[config.mk]
export PLATFORM = sky130hd
export DESIGN_NAME = mem_arbiter
export DESIGN_NICKNAME = d
export VERILOG_FILES = /design/src/rtl/mem_arbiter.sv
export SDC_FILE = /design/constraint.sdc
export NUM_CORES = 1
export LEC_CHECK = 0
export BUFFER_PORTS_ARGS = -buffer_cell sky130_fd_sc_hd__clkbuf_2
export CAP_MARGIN = 10
export CORE_MARGIN = 8
export CORE_UTILIZATION = 48
export CTS_CLUSTER_DIAMETER = 200
export DETAILED_ROUTE_END_ITERATION = 12
export GPL_TIMING_DRIVEN = 0
export PLACE_DENSITY = 0.76
export SYNTH_ARGS = -nofsm -noshare
export SYNTH_HDL_FRONTEND = slang
export SYNTH_SLANG_ARGS = --single-unit
[constraint.sdc]
create_clock -name clk -period 6 [get_ports clk]
set_clock_uncertainty 0.15 [all_clocks]
set_input_delay 0.9 -clock clk [delete_from_list [all_inputs] [get_ports clk]]
set_output_delay 0.9 -clock clk [all_outputs]
set_load 0.005 [all_outputs]
[src/rtl/mem_arbiter.sv]
// Byte-serial memory arbiter: one instruction-fetch port and one load/store port
// share a byte-wide synchronous RAM (one-cycle read latency).
module mem_arbiter (
   input  logic        clk,
   input  logic        rst,
   input  logic        rdy,
   input  logic        rst_c,
   input  logic        inst_en_i,
   input  logic [31:0] inst_addr_i,
   output logic        inst_rdy_o,
   output logic [31:0] inst_data_o,
   input  logic        data_en_i,
   input  logic        data_rw_i,
   input  logic [2:0]  data_width_i,
   input  logic [31:0] data_addr_i,
   input  logic [31:0] data_data_i,
   output logic        data_rdy_o,
   output logic [31:0] data_data_o,
   input  logic [7:0]  ram_din_i,
   output logic        ram_rw_o,
   output logic [31:0] ram_addr_o,
   output logic [7:0]  ram_data_o
);

   typedef enum logic [1:0] {IDLE, INST_RD, DATA_RD, DATA_WR} state_e;

   state_e      state_q, state_d;
   logic [2:0]  cnt_q, cnt_d;
   logic        iss_q, iss_d;
   logic [2:0]  len_q, len_d;
   logic [31:0] base_q, base_d;
   logic [31:0] wdata_q, wdata_d;
   logic [31:0] buf_q, buf_d;
   logic        last_inst_q, last_inst_d;
   logic        inst_done_q, inst_done_d;
   logic        data_done_q, data_done_d;
   logic [31:0] inst_data_q, inst_data_d;
   logic [31:0] data_data_q, data_data_d;

   logic        inst_req, data_req;
   logic        gnt_inst, gnt_data;
   logic [2:0]  rd_idx;
   logic [2:0]  data_len;

   // A port is deaf to its own request in its done-pulse cycle; a flush kills fetch grants.
   assign inst_req = inst_en_i && !inst_done_q && !rst_c;
   assign data_req = data_en_i && !data_done_q;

   // While paused, keep presenting the uncaptured byte so its data is valid on resume.
   assign rd_idx = rdy ? (cnt_q + {2'b00, iss_q}) : cnt_q;

   assign data_len = (data_width_i == 3'd0) ? 3'd1 :
                     (data_width_i > 3'd4)  ? 3'd4 : data_width_i;

   assign inst_rdy_o  = inst_done_q && rdy && !rst_c;
   assign data_rdy_o  = data_done_q && rdy;
   assign inst_data_o = inst_data_q;
   assign data_data_o = data_data_q;

   always_comb begin
      state_d     = state_q;
      cnt_d       = cnt_q;
      iss_d       = iss_q;
      len_d       = len_q;
      base_d      = base_q;
      wdata_d     = wdata_q;
      buf_d       = buf_q;
      last_inst_d = last_inst_q;
      inst_done_d = inst_done_q;
      data_done_d = data_done_q;
      inst_data_d = inst_data_q;
      data_data_d = data_data_q;
      gnt_inst    = 1'b0;
      gnt_data    = 1'b0;
      ram_addr_o  = 32'd0;
      ram_data_o  = 8'd0;
      ram_rw_o    = 1'b0;

      if (rdy) begin
         inst_done_d = 1'b0;
         data_done_d = 1'b0;
      end

      case (state_q)
         IDLE: begin
            if (rdy) begin
               gnt_data = data_req && (!inst_req || last_inst_q);
               gnt_inst = inst_req && !gnt_data;
               // Round-robin bit only moves on a contested grant.
               if (data_req && inst_req) last_inst_d = gnt_inst;
               if (gnt_data || gnt_inst) begin
                  cnt_d = 3'd0;
                  iss_d = 1'b0;
                  buf_d = 32'd0;
               end
               if (gnt_data) begin
                  state_d = data_rw_i ? DATA_WR : DATA_RD;
                  base_d  = data_addr_i;
                  wdata_d = data_data_i;
                  len_d   = data_len;
               end else if (gnt_inst) begin
                  state_d = INST_RD;
                  base_d  = inst_addr_i;
                  len_d   = 3'd4;
               end
            end
         end

         INST_RD, DATA_RD: begin
            if (rd_idx < len_q) ram_addr_o = base_q + {29'd0, rd_idx};
            if (rdy) begin
               if (state_q == INST_RD && rst_c) begin
                  state_d = IDLE;
                  iss_d   = 1'b0;
               end else begin
                  iss_d = (rd_idx < len_q);
                  if (iss_q) begin
                     buf_d[{cnt_q[1:0], 3'b000} +: 8] = ram_din_i;
                     cnt_d = cnt_q + 3'd1;
                     if (cnt_q + 3'd1 == len_q) begin
                        state_d = IDLE;
                        iss_d   = 1'b0;
                        if (state_q == INST_RD) begin
                           inst_done_d = 1'b1;
                           inst_data_d = buf_d;
                        end else begin
                           data_done_d = 1'b1;
                           data_data_d = buf_d;
                        end
                     end
                  end
               end
            end
         end

         DATA_WR: begin
            ram_addr_o = base_q + {29'd0, cnt_q};
            ram_data_o = wdata_q[{cnt_q[1:0], 3'b000} +: 8];
            ram_rw_o   = rdy;
            if (rdy) begin
               cnt_d = cnt_q + 3'd1;
               if (cnt_q + 3'd1 == len_q) begin
                  state_d     = IDLE;
                  data_done_d = 1'b1;
               end
            end
         end

         default: state_d = IDLE;
      endcase
   end

   always_ff @(posedge clk or negedge rst) begin
      if (!rst) begin
         state_q     <= IDLE;
         cnt_q       <= 3'd0;
         iss_q       <= 1'b0;
         len_q       <= 3'd0;
         base_q      <= 32'd0;
         wdata_q     <= 32'd0;
         buf_q       <= 32'd0;
         last_inst_q <= 1'b1;
         inst_done_q <= 1'b0;
         data_done_q <= 1'b0;
         inst_data_q <= 32'd0;
         data_data_q <= 32'd0;
      end else begin
         state_q     <= state_d;
         cnt_q       <= cnt_d;
         iss_q       <= iss_d;
         len_q       <= len_d;
         base_q      <= base_d;
         wdata_q     <= wdata_d;
         buf_q       <= buf_d;
         last_inst_q <= last_inst_d;
         inst_done_q <= inst_done_d;
         data_done_q <= data_done_d;
         inst_data_q <= inst_data_d;
         data_data_q <= data_data_d;
      end
   end

endmodule

Yosys cells after proc, flatten, opt, wreduce, memory -nomap -nowiden
Cells that the tools add are included.
- add/subtract/negate cells: 5
- multipliers: 0
- div/mod/pow operators: 0
- magnitude comparators: 2
- equal/unequal tests: 12
- shift-type cells: 3
- multiplexer cells: 58
- bitwise logic cells: 2
- reductions and logical operators: 31
- operators with widths (cell ; count):
    $mux 32 ; 8
    $pmux 32 s2 ; 2
    $add 32x3->32 ; 2
    $mux 3 ; 11
    $bwmux 32 ; 1
    $shift 8x7->32 const A ; 1
    $shiftx 32x6->8 ; 1
    $shiftx 8x7->32 ; 1
    $reduce_and 6->1 ; 4
    $mux 1 ; 23
    $mux 2 ; 8
    $ne 2x2->1 const B ; 6
    $logic_and 1x1->1 ; 10
    $pmux 3 s3 ; 1
    $reduce_and 3->1 ; 3
    $mux 8 ; 1
    $neg 5->7 ; 1
    $ne 3x3->1 const B ; 2
    $pmux 2 s3 ; 1
    $logic_not 1->1 ; 5
    $reduce_and 5->1 ; 1
    $eq 2x2->1 const B ; 2
    $pmux 1 s2 ; 2
    $reduce_and 4->1 ; 1
    12 further kinds ; 15
- register bits after elaboration: 172
- bits in latches: 0
- RAM bits: 0
- ROM bits: 0
- bits of input ports: 114
- output and inout port bits: 107
- memories: 0

Depth between registers and ports, before layout
- word-level depth: 12
- gate-level depth with buffers: 12
- depth with buffers taken out: 12

Worst setup path before layout
Ideal clock, no wire load.
- path type: in2out
- start: input rdy
- end: output ram_addr_o[18]
- arrival: 3.025 ns
- slack: 1.925 ns
- stages on the path: 10
- buffers on the path: 1
- cell sequence: buf_2 o21ai_0 inv_1 fa_1 nor2b_1 o211ai_1 nor2_1 a22o_1 nand2_1 o31ai_1
- longest elaborated chain between the ends: 4
- elaborated cells between the ends (all ways): 5
- those cells by class: add/sub: 1; order compare: 1; mux: 3
- RTL lines (what ; RTL line ; text):
    start: declaration ; 6 ; input logic rdy,
    $mux 3 (*) ; 50 ; assign rd_idx = rdy ? (cnt_q + {2'b00, iss_q}) : cnt_q;
    $add 32x3->32 / $lt 3x3->1 (equally long branches) ; 110 ; if (rd_idx < len_q) ram_addr_o = base_q + {29'd0, rd_idx};
    $mux 32 (*) ; 110 ;
    $pmux 32 s2 (*) ; 84 ; case (state_q)
    end: declaration ; 21 ; output logic [31:0] ram_addr_o,
Every way passes the cells marked *; elsewhere a longest branch is shown, timed or not.

Worst setup path in the final report
- start: register cnt_q[1]
- end: output ram_addr_o[31]
- longest elaborated chain between the ends: 5
- elaborated cells between the ends (all ways): 7
- those cells by class: add/sub: 3; order compare: 1; mux: 3
- RTL lines (what ; RTL line ; text):
    start: declaration ; 28 ; logic [2:0] cnt_q, cnt_d;
    start signal: assignment ; 169 ; cnt_q <= cnt_d;
    $add 3x1->3 ; 50 ;
    $mux 3 ; 50 ;
    $add 32x3->32 / $lt 3x3->1 (equally long branches) ; 110 ;
    $mux 32 ; 110 ;
    $pmux 32 s2 (*) ; 84 ;
Marked as above.

==> flow_summary.json <==
{
  "worstMarginPinSlew_ps": 1010,
  "syn_area_um2": 9700,
  "rows": 52,
  "path_cells": "clkbuf_1 > inv_1 > o21ai_0 > ha_1 > a21o_1 > a21oi_1 > nand2b_1 > o22a_1 > and4b_1 > o21a_1 > clkbuf_2",
  "critPathSlowestCell": "a21oi_1",
  "die_x_um": 158,
  "ys_types": 66,
  "hold_viol": 0,
  "dp.final_hpwl_um": 21500,
  "fp.dieH_um": 158,
  "cp.buffers_inverters": 3,
  "yosys_most_used_dff": "dfrtp_1",
  "power.density_nw_per_um2": 539,
  "cap_violations": 0,
  "clk_latency_ps": 430,
  "dr.pass1.iters": 6,
  "slew_viol_final": 0,
  "ys_warn_count": 0,
  "routed_wl_um": 28900,
  "cp_max_fo": 10,
  "period_needed_ps": 5490,
  "min_path_type": "input port to async pin",
  "cts.sinks": 172,
  "drt_iter0_markers": 737,
  "final_nets": 1368,
  "fill_cells": 1871,
  "r2r_slack_ps": 2140,
  "yosysMostFrequentCell": "dfrtp_1",
  "overflow": 0,
  "routabilityCongestion": 0.912,
  "grtUsageTotal_pct": 23.1,
  "io_buffers": 212,
  "worstSetupEndpointType": "primary output",
  "status": "completed",
  "synth_edf_count": 0,
  "regArea_um2": 4310,
  "fin_crit_sh_pct": 91.4,
  "ir_worst_vdd_uv": 294,
  "relSlewSlack_pct": 32.4,
  "cts_resized": 0,
  "synthTopCellsByArea": "dfrtp_1 (44%), a21oi_1 (7.1%), nor2_1 (5.2%)",
  "antenna_found_initial": 1,
  "critPathLaunchType": "flop",
  "rr_startpoint": "cnt_q[1]",
  "synth_common_cells": "dfrtp_1 (171), a21oi_1 (138), nor2_1 (135), nand2_1 (41)",
  "grt_max_degree": 116,
  "crit_family": "compound AO/OA/AOI/OAI gates",
  "reg2reg_to": "data_data_o[18]",
  "drive_above_1_share_pct": 28.7,
  "path_class": "flop to primary output",
  "viasPerCell": 5.70,
  "syn_avg_cell_area_um2": 9.69,
  "worstRegToRegCells": 11,
  "worstPathArrival_ps": 4440,
  "setup_tns_ps": 0,
  "rsz0062_at_grt": "false",
  "numCtsBuffers": 17,
  "ys_seq_area_share_pct": 44.4,
  "die_area_um2": 25000,
  "synth_largest_area_cell": "dfrtp_1",
  "synthCells": 1001,
  "synth_top_area_share_pct": 44.1,
  "cts_buffer_depth": 2,
  "grt_pass1_wl_um": 45500,
  "avgRoutedWirePerCell_um": 19.1,
  "hold_buffers": 0,
  "postRouteAntennaNets": 0,
  "setup-violations-final": 0,
  "async_reset_ff_share_pct": 100,
  "vias": 8627,
  "initial_utilization_pct": 48.4,
  "fmax_mhz": 182,
  "htreeDepth": 4,
  "coreArea_um2": 20000,
  "cts_tree": "yes",
  "p_leak_nw": 5.63,
  "areaGrowthSynthToFinish_pct": 20.8,
  "ys_ff_latch": 172,
  "diodes": 0,
  "grt_pass1_vias": 8743,
  "fin_cells": 1514,
  "critPathRequiredTime_ps": 4950,
  "critPathMaxStageDelay_ps": 720,
  "dp_cells": 1484,
  "cts_setup_buffers": 0,
  "drc_errors": 0,
  "synth_fp_nets": 1136,
  "ios": 221,
  "root_buffer": "clkbuf_16",
  "multi_input_area_um2": 4970,
  "path_clk_slew_ps": 70
}
[sequential cells by signal, indices dropped and copies added, names as in the netlist, named ones only]
signal / cells
cnt_q: 3
wdata_q: 32
last_inst_q: 1
data_done_q: 1
base_q: 32
state_q: 2
data_data_o: 32
inst_data_o: 32
buf_q: 32
len_q: 3
iss_q: 1
[kinds of logic (layout without fill, tap and decap cells)]
| logic type | count (synthesis) | in the layout | synth area share (%) |
|---|---|---|---|
| flops | 172 | 172 | 44.4 |
| simple gates | 301 | 301 | 16.0 |
| mux | 75 | 75 | 9.20 |
| buf+inv | 90 | 333 | 4.35 |
| xor+xnor | 17 | 17 | 1.69 |
| fa+ha+maj | 21 | 21 | 2.86 |
| compound gates | 325 | 325 | 21.5 |
[per-stage QoR]
step                cell area, um^2  hold WS [ps]  power [mW]  utilization (%)  worst slack [ps]
global placement              11100           326        5.10             55.4               721
CTS                           11700           294        6.33             58.5               536
finish                        11700           274        6.32             58.5               514
detailed placement            11100           333        5.19             55.6              1000
floorplan                      9700           312        4.12                -              1920
global route                  11700           306        6.77             58.5               195
[routing by layer]
| metal | global-route usage (%) | vias to the layer above | wire (um) |
|---|---|---|---|
| met5 | 0 | - | 13 |
| met4 | 6.29 | 2 | 507 |
| met3 | 5.11 | 46 | 2170 |
| met2 | 39.6 | 348 | 14400 |
| met1 | 28.9 | 4168 | 11900 |
| li1 | - | 4063 | - |
[report_power, final]
group / leakage [nW] / total, mW / internal (mW) / switching, mW
registers: 2.13 / 2.08 / 1.68 / 0.394
clock network: 0.288 / 1.12 / 0.639 / 0.484
logic: 3.20 / 3.12 / 1.36 / 1.76
total: 5.63 / 6.32 / 3.68 / 2.63
[how the worst max path moves through the flow]
| stage | cells past startpoint | slack [ps] | start | to |
|---|---|---|---|---|
| final | 11 | 510 | cnt_q[1] | ram_addr_o[31] |
| after global routing | 12 | 190 | cnt_q[1] | ram_addr_o[18] |
| after CTS | 11 | 540 | cnt_q[1] | ram_addr_o[31] |
| after detailed placement | 11 | 1000 | cnt_q[1] | ram_addr_o[31] |
| after global placement | 1 | 720 | rst | base_q[10] |
| after floorplan | 10 | 1920 | rdy | ram_addr_o[18] |
[layout by cell type (no fill, tap or decap), types with 4 or more instances in the layout]
cell	count
clkbuf_2	211
dfrtp_1	171
a21oi_1	138
nor2_1	135
nand2_1	41
nor2b_1	38
a22o_1	38
a21o_1	37
mux2i_1	34
mux2_2	33
buf_2	31
o21ai_0	31
clkbuf_1	30
ha_1	19
inv_1	18
a21oi_2	17
clkbuf_16	17
and2_1	13
nand4_1	12
nand3_1	11
a22oi_1	10
xnor2_1	10
nor3_1	9
o31ai_1	9
a31oi_1	8
o211ai_1	8
mux4_2	8
o22ai_1	6
buf_4	6
nand2b_1	6
xor2_1	6
or3_1	5
nor4_1	4
inv_6	4
[layout make-up]
cell class	instances	share of cell area, %
clock inverters	11	1.13
flip-flops and latches	172	36.7
inverters	18	0.576
multi-input cells	739	42.4
plain buffers	72	3.02
clock buffers	19	3.86
repair buffers	213	9.36
well taps	270	2.88
Note: power is estimated with default switching activity, not from simulation.
